<file path="src/rtl/serial_pattern_pkg.sv">
// Shared types and helpers for the serial pattern transmitter.
// The optional parity cycle is enabled by defining SERIAL_PATTERN_TX_PARITY_EN.
package serial_pattern_pkg;

    typedef enum logic [1:0] {IDLE, SHIFT, GAP, DONE} state_t;

    localparam logic [5:0] DEFAULT_PATTERN = 6'b110101;

    // Frame length minus one, limited to what the pattern register can hold.
    function automatic int clamp_len_m1(input int len_m1, input int pat_w);
        return (len_m1 >= pat_w) ? pat_w - 1 : len_m1;
    endfunction

endpackage

</file>
<file path="src/rtl/pattern_shifter.sv">
// Loadable MSB-first shift register with a bit down-counter.
// last_bit is high while the final bit of the loaded field sits at the MSB.
module pattern_shifter #(
    parameter int PAT_W = 6,
    parameter int LEN_W = 3
) (
    input  logic             clk,
    input  logic             rstn,
    input  logic             load,
    input  logic             shift,
    input  logic [PAT_W-1:0] pattern,
    input  logic [LEN_W-1:0] len_m1,
    output logic             msb,
    output logic             last_bit
);

    logic [PAT_W-1:0] shreg;
    logic [LEN_W-1:0] bit_cnt;
    logic [LEN_W-1:0] shamt;

    // Left-align the active field so its top bit lands on the MSB.
    assign shamt = LEN_W'(PAT_W - 1) - len_m1;

    always_ff @(posedge clk) begin
        if (!rstn) begin
            shreg   <= '0;
            bit_cnt <= '0;
        end else if (load) begin
            shreg   <= pattern << shamt;
            bit_cnt <= len_m1;
        end else if (shift) begin
            shreg   <= shreg << 1;
            bit_cnt <= bit_cnt - 1'b1;
        end
    end

    assign msb      = shreg[PAT_W-1];
    assign last_bit = (bit_cnt == '0);

endmodule

</file>
<file path="src/rtl/serial_pattern_tx.sv">
// Serial pattern transmitter: sends a captured pattern MSB-first, repeated with idle gaps.
// Define SERIAL_PATTERN_TX_PARITY_EN to append an even-parity bit to every frame.
module serial_pattern_tx
    import serial_pattern_pkg::*;
#(
    parameter int PAT_W = 6,
    parameter int LEN_W = 3,
    parameter int CNT_W = 4,
    parameter int GAP_W = 4
) (
    input  logic             clk,
    input  logic             rstn,
    input  logic             start,
    input  logic [PAT_W-1:0] pattern,
    input  logic [LEN_W-1:0] len_m1,
    input  logic [CNT_W-1:0] repeat_n,
    input  logic [GAP_W-1:0] gap,
    output logic             ready,
    output logic             out,
    output logic             out_valid,
    output logic             frame_done
);

    state_t           state;
    logic [PAT_W-1:0] pat_q;
    logic [LEN_W-1:0] lm1_q;
    logic [LEN_W-1:0] lm1_c;
    logic [GAP_W-1:0] gap_q;
    logic [GAP_W-1:0] gap_cnt;
    logic [CNT_W-1:0] frame_cnt;
    logic             accept;
    logic             reload;
    logic             load;
    logic             shift;
    logic             msb;
    logic             last_bit;
    logic             frame_last;
    logic             tx_bit;
    logic [PAT_W-1:0] ld_pat;
    logic [LEN_W-1:0] ld_lm1;

    assign lm1_c  = LEN_W'(clamp_len_m1(int'(len_m1), PAT_W));
    assign accept = (state == IDLE) && ready && start;
    // Reload either straight after a frame (no gap) or on the final gap cycle.
    assign reload = ((state == SHIFT) && frame_last && (frame_cnt != '0) && (gap_q == '0))
                 || ((state == GAP) && (gap_cnt == GAP_W'(1)));
    assign load   = accept || reload;
    assign ld_pat = accept ? pattern : pat_q;
    assign ld_lm1 = accept ? lm1_c : lm1_q;

`ifdef SERIAL_PATTERN_TX_PARITY_EN
    logic par_phase;
    logic par_acc;

    always_ff @(posedge clk) begin
        if (!rstn) begin
            par_phase <= 1'b0;
            par_acc   <= 1'b0;
        end else if (state == SHIFT) begin
            if (par_phase) begin
                par_phase <= 1'b0;
                par_acc   <= 1'b0;
            end else begin
                par_acc <= par_acc ^ msb;
                if (last_bit) par_phase <= 1'b1;
            end
        end
    end

    assign shift      = (state == SHIFT) && !par_phase;
    assign frame_last = par_phase;
    assign tx_bit     = par_phase ? par_acc : msb;
`else
    assign shift      = (state == SHIFT);
    assign frame_last = last_bit;
    assign tx_bit     = msb;
`endif

    pattern_shifter #(
        .PAT_W(PAT_W),
        .LEN_W(LEN_W)
    ) u_shifter (
        .clk     (clk),
        .rstn    (rstn),
        .load    (load),
        .shift   (shift),
        .pattern (ld_pat),
        .len_m1  (ld_lm1),
        .msb     (msb),
        .last_bit(last_bit)
    );

    always_ff @(posedge clk) begin
        if (!rstn) begin
            state      <= IDLE;
            ready      <= 1'b1;
            out        <= 1'b0;
            out_valid  <= 1'b0;
            frame_done <= 1'b0;
            pat_q      <= PAT_W'(DEFAULT_PATTERN);
            lm1_q      <= '0;
            gap_q      <= '0;
            frame_cnt  <= '0;
            gap_cnt    <= '0;
        end else begin
            frame_done <= 1'b0;
            case (state)
                IDLE: begin
                    out       <= 1'b0;
                    out_valid <= 1'b0;
                    ready     <= 1'b1;
                    if (accept) begin
                        pat_q     <= pattern;
                        lm1_q     <= lm1_c;
                        gap_q     <= gap;
                        frame_cnt <= repeat_n;
                        ready     <= 1'b0;
                        state     <= SHIFT;
                    end
                end
                SHIFT: begin
                    out       <= tx_bit;
                    out_valid <= 1'b1;
                    if (frame_last) begin
                        if (frame_cnt != '0) begin
                            frame_cnt <= frame_cnt - 1'b1;
                            if (gap_q != '0) begin
                                gap_cnt <= gap_q;
                                state   <= GAP;
                            end
                        end else begin
                            state <= DONE;
                        end
                    end
                end
                GAP: begin
                    out       <= 1'b0;
                    out_valid <= 1'b0;
                    gap_cnt   <= gap_cnt - 1'b1;
                    if (gap_cnt == GAP_W'(1)) state <= SHIFT;
                end
                DONE: begin
                    out        <= 1'b0;
                    out_valid  <= 1'b0;
                    frame_done <= 1'b1;
                    state      <= IDLE;
                end
                default: state <= IDLE;
            endcase
        end
    end

endmodule
</file>
<file path="config.mk">
export PLATFORM = sky130hd
export DESIGN_NAME = serial_pattern_tx
export DESIGN_NICKNAME = d
export VERILOG_FILES = /design/src/rtl/serial_pattern_pkg.sv /design/src/rtl/pattern_shifter.sv /design/src/rtl/serial_pattern_tx.sv
export SDC_FILE = /design/constraint.sdc
export NUM_CORES = 1
export LEC_CHECK = 0
export BUFFER_PORTS_ARGS = -buffer_cell sky130_fd_sc_hd__buf_2
export CORE_UTILIZATION = 60
export DETAILED_ROUTE_END_ITERATION = 16
export GPL_TIMING_DRIVEN = 0
export PLACE_DENSITY = 0.8
export SYNTH_ARGS = -nofsm -noshare
export SYNTH_HDL_FRONTEND = slang
export SYNTH_SLANG_ARGS = --single-unit
</file>
<file path="constraint.sdc">
create_clock -name clk -period 4 [get_ports clk]
set_clock_uncertainty 0.1 [all_clocks]
set_input_delay 1.2 -clock clk [delete_from_list [all_inputs] [get_ports clk]]
set_output_delay 1.2 -clock clk [all_outputs]
set_load 0.005 [all_outputs]
</file>
== Yosys cells after proc, flatten, opt, wreduce, memory -nomap -nowiden ==
Cells that the tools add are included.
Cells by class
  add/subtract/negate cells: 4
  order comparisons: 1
  eq/ne operators: 10
  shift-type cells: 1
  muxes and demuxes: 25
  reduce and logical (&&, ||, !) cells: 21
Operators by type and width (number)
  4-bit 2-to-1 mux: 6
  6-bit 2-to-1 mux: 3
  4-bit one-hot mux with 2 select lines: 2
  3-bit 2-to-1 mux: 4
  4-bit AND reduction: 3
  2-bit 2-to-1 mux: 5
  2-bit by 1-bit != test with 1-bit output, second input constant: 4
  2-bit one-hot mux with 4 select lines: 1
  4-bit nonzero test: 2
  4-bit by 1-bit subtractor with 4-bit output, second input constant: 2
  1-bit logical AND: 6
  2-bit nonzero test: 3
  6-bit by 3-bit left shift with 6-bit output: 1
  2-bit equality test, second input constant: 2
  4-bit by 1-bit equality test with 1-bit output, second input constant: 1
  4-bit logical NOT: 1
  1-bit one-hot mux with 2 select lines: 2
  3-bit greater-or-equal comparator, second input constant: 1
  3-bit logical NOT: 1
  3-bit by 2-bit != test with 1-bit output, second input constant: 1
  3-bit OR reduction: 1
  3-bit by 1-bit subtractor with 3-bit output, second input constant: 1
  3-bit subtractor, first input constant: 1
  2-bit by 1-bit equality test with 1-bit output, second input constant: 1
  5 further kinds: 7
Word-level totals
  register bits: 36
  output and inout bits: 4
  word-level logic and storage cells: 74

== Logic depth before layout (Yosys ltp) ==
  word-level depth: 7
  mapped depth: 9

== Modules after synthesis ==
A second synthesis with hierarchy kept.
Second synthesis, totals
  cell total of the unflattened synthesis: 226
  area, all modules: 1931.9 um2
Modules (own cells, without submodules)
  serial_pattern_tx: instances 1, cells each 162, area an instance 1347.5 um2, seq. area each 540.5 um2
  pattern_shifter: instances 1, cells each 64, area an instance 584.3 um2, seq. area each 180.2 um2

== Least setup slack after synthesis ==
No wires, ideal clock.
  path kind: input-to-reg
  start point: in start
  end point: reg u_shifter.bit_cnt[1]
  setup time: 115 ps
  arrival: 2296 ps
  data required time: 3785 ps
  setup slack: 1489 ps
  stages: 6
  buffers on the path: 1
  cells stage by stage: and4bb_1 > clkbuf_1 > a21oi_1 > a21boi_4 > o211ai_1 > and3_1
On the way
  cells in the longest elaborated chain, start to end: 3
  elaborated cells on any way between the ends: 5
  those cells by class: mux: 2; reduce/logical: 3
Ends and longest elaborated chain
  start, declared: RTL line serial_pattern_tx.sv:13  | input logic start,
  1-bit logical AND *: RTL line serial_pattern_tx.sv:43  | assign accept = (state == IDLE) && ready && start;
  3-bit 2-to-1 mux or 1-bit logical OR (tied branches)
  3-bit 2-to-1 mux or 2-bit nonzero test (tied branches)
  end signal, assigned: RTL line pattern_shifter.sv:30  | bit_cnt <= len_m1;
  end signal, assigned: RTL line pattern_shifter.sv:33  | bit_cnt <= bit_cnt - 1'b1;
  end, declared: RTL line pattern_shifter.sv:18  | logic [LEN_W-1:0] bit_cnt;
Mark *: on every way between the ends. The rest lies on a longest branch, timed or not.
A chain may end at the register's enable or synchronous reset.

== Worst setup path after layout ==
  start point: in start
  end point: reg u_shifter.shreg[5]
On the way
  cells in the longest elaborated chain, start to end: 5
  elaborated cells on any way between the ends: 8
  those cells by class: add/sub: 1; shift: 1; mux: 3; reduce/logical: 3
Ends and longest elaborated chain
  1-bit logical AND *: RTL line serial_pattern_tx.sv:43
  3-bit 2-to-1 mux
  3-bit subtractor: RTL line pattern_shifter.sv:22  | assign shamt = LEN_W'(PAT_W - 1) - len_m1;
  6-bit by 3-bit left shift with 6-bit output: RTL line pattern_shifter.sv:29  | shreg <= pattern << shamt;
  6-bit 2-to-1 mux: RTL line pattern_shifter.sv:28  | end else if (load) begin
  end signal, assigned: RTL line pattern_shifter.sv:29
  end signal, assigned: RTL line pattern_shifter.sv:32  | shreg <= shreg << 1;
  end, declared: RTL line pattern_shifter.sv:17  | logic [PAT_W-1:0] shreg;
Marks and branches as above.

==> impl_metrics.py <==
metrics = {
    "sta": {
        "min_period_ps": 2760,
        "final.period_utilization": 0.689,
        "setup-violations-final": 0,
        "max_freq_mhz": 363,
        "tightest_slew_ps": 542,
        "rsz0062_at_grt": "false",
        "hold_ws_ps": 384,
        "finalSetupTns_ps": 0,
        "slew_headroom": 0.639,
        "layout_setup_ws_ps": 1240,
        "hold_viol": 0,
        "slew_viol_final": 0,
    },
    "layout": {
        "finalNetCount": 335,
        "area_growth_pct": 11.3,
        "n_antenna_cell": 0,
        "instances_no_fill": 357,
        "postLayoutCoreUtil": 0.714,
        "fillCellCount": 315,
        "fin_area_mm2": 0.00246,
        "layout_commonest_cell": "nand2_1",
        "mostFrequentLayoutCells": "55 x nand2_1, 36 x dfxtp_1, 26 x buf_2, 19 x nor2_1, 17 x o21ai_0",
        "drive_above_1_share": 0.148,
    },
    "die": {
        "fp.dieH_um": 62.7,
        "fp-row-count": 21,
        "dieArea_mm2": 0.00393,
        "start_util": 0.641,
        "die_x_um": 62.7,
        "core_mm2": 0.00344,
        "io_pins": 24,
    },
    "place": {
        "dp_cells": 349,
        "gp_congestion": 0.937,
        "dpl_worst_slack_ps": 1000,
        "hpwl_um": 3710,
        "io_buffer_count": 20,
        "placed_cell_area_mm2": 0.00236,
    },
    "clock_network": {
        "insertion_delay_ps": 300,
        "path_clk_slew_ps": 70,
        "cts_setup_buffers": 0,
        "h-tree-depth": 2,
        "cts_tree": "built",
        "cts-resized-gates": 0,
        "cts-buffers-inserted": 5,
        "root_buffer": "clkbuf_8",
        "clk_path_buf_depth": 2,
        "hold_buffers": 0,
        "cts.sinks": 36,
    },
    "critical_path": {
        "max_stage_delay_ps": 470,
        "start_kind": "input port",
        "critPathBufInv": 2,
        "crit_fanout": 6,
        "critPathKind": "input port to register",
        "crit_chain": "buf_2 > and4bb_1 > clkbuf_1 > nand2_1 > a21boi_0 > a221oi_1 > o22ai_1",
        "worstPathRequired_ps": 4070,
        "critPathArrivalTime_ps": 2820,
        "crit_slowest_cell": "a221oi_1",
        "endpoint_kind": "register",
        "cp_top_family": "compound AO/OA/AOI/OAI gates",
    },
    "yosys": {
        "synth-seq-cells": 36,
        "synth_seq_area_share": 0.327,
        "syn_area_per_cell_um2": 7.80,
        "synth_top_flop_cell": "dfxtp_1",
        "synth_edf_count": 0,
        "synth_nets": 308,
        "synth_cells": 283,
        "syn_area_mm2": 0.00221,
        "async_flop_share": 0,
        "ys_warn_count": 0,
        "synth.distinct_cells": 53,
    },
    "run_status": {
        "outcome": "completed",
    },
    "flow_run": {
        "max_cap_viol_count": 0,
    },
    "detailed_routing": {
        "drt_iter0_markers": 232,
        "wl_per_cell_um": 14.6,
        "postRouteAntennaNets": 0,
        "first_pass_iters": 4,
        "vias": 2074,
        "drc": 0,
        "routed_wirelength_um": 5200,
        "viasPerCell": 5.81,
    },
    "power": {
        "powerDensity_mw_per_mm2": 632,
        "ir_drop_mv": 0.357,
        "total_power_mw": 1.55,
        "p_leak_nw": 1.03,
    },
    "min_path": {
        "min_path_type": "register to register",
    },
    "grt": {
        "grt_pass1_wl_um": 8700,
        "grtUsageTotal": 0.286,
        "grt_overflow": 0,
        "grt_max_degree": 12,
        "antenna_found_initial": 0,
        "grt_pass1_vias": 1871,
    },
}
registers in the layout, indices dropped and copies added, names as in the netlist, 2 cells and up:
register           count
gap_cnt                4
u_shifter.shreg        6
gap_q                  4
frame_cnt              4
pat_q                  6
state                  2
u_shifter.bit_cnt      3
lm1_q                  3
worst reg2reg max path: cells and delay by family, from the launching register on:
kind | cells | cell delay (ps)
compound gates | 3 | 820
buf+inv | 1 | 310
flops | 1 | 410
simple gates | 2 | 400
final timing paths:
kind | startpoint | slack [ps] | cells past startpoint | end
max | start | 1240 | 7 | u_shifter.shreg[5]
min | pat_q[5] | 380 | 2 | pat_q[5]
min reg2reg | pat_q[5] | 380 | 2 | pat_q[5]
max reg2reg | ready | 1820 | 6 | u_shifter.shreg[5]
where the power goes:
part           leakage (nW)  total [mW]  switching, mW  internal [mW]
combinational         0.686       0.770          0.447          0.323
clock                0.0510       0.275          0.137          0.137
sequential            0.295       0.509         0.0636          0.446
logic make-up after synthesis:
| kind of cell | synth area share |
|---|---|
| xor gates and xnor gates | 0.00794 |
| DFF | 0.327 |
| buffers and inverters | 0.0612 |
| and+or+nand+nor | 0.282 |
| AOI/OAI and AO/OA | 0.230 |
| muxes | 0.0646 |
| adders and majority gates | 0.0283 |
routing by layer:
layer	GRT usage	vias up	share of wire
met1	0.350	956	0.44
met4	0.125	0	0.021
li1	-	1035	-
met2	0.486	72	0.48
met5	0	-	0
met3	0.0529	11	0.060
cell usage after synthesis (8+ instances only):
cell type  number  area [µm²]
nor3_1          8        40.0
nor2_1         19        71.3
o21ai_0        17        85.1
a21oi_1        12        60.1
nand3_1         8        40.0
clkbuf_1       12        45.0
nor2b_1         8        50.1
inv_1           8        30.0
nand2_1        55         206
a21boi_0       10        75.1
dfxtp_1        36         721
mux2i_1        12         120
final cells by class:
type	count	area (µm²)	share of cell area
Timing Repair Buffer	20	100	0.0407
Clock inverter	2	10.0	0.00407
Buffer	21	105	0.0428
Multi-Input combinational cell	218	1350	0.550
Clock buffer	6	82.6	0.0336
Tap cell	46	57.6	0.0234
Inverter	8	30.0	0.0122
Sequential cell	36	721	0.293
No activity file was read; power rests on OpenSTA's default activity.
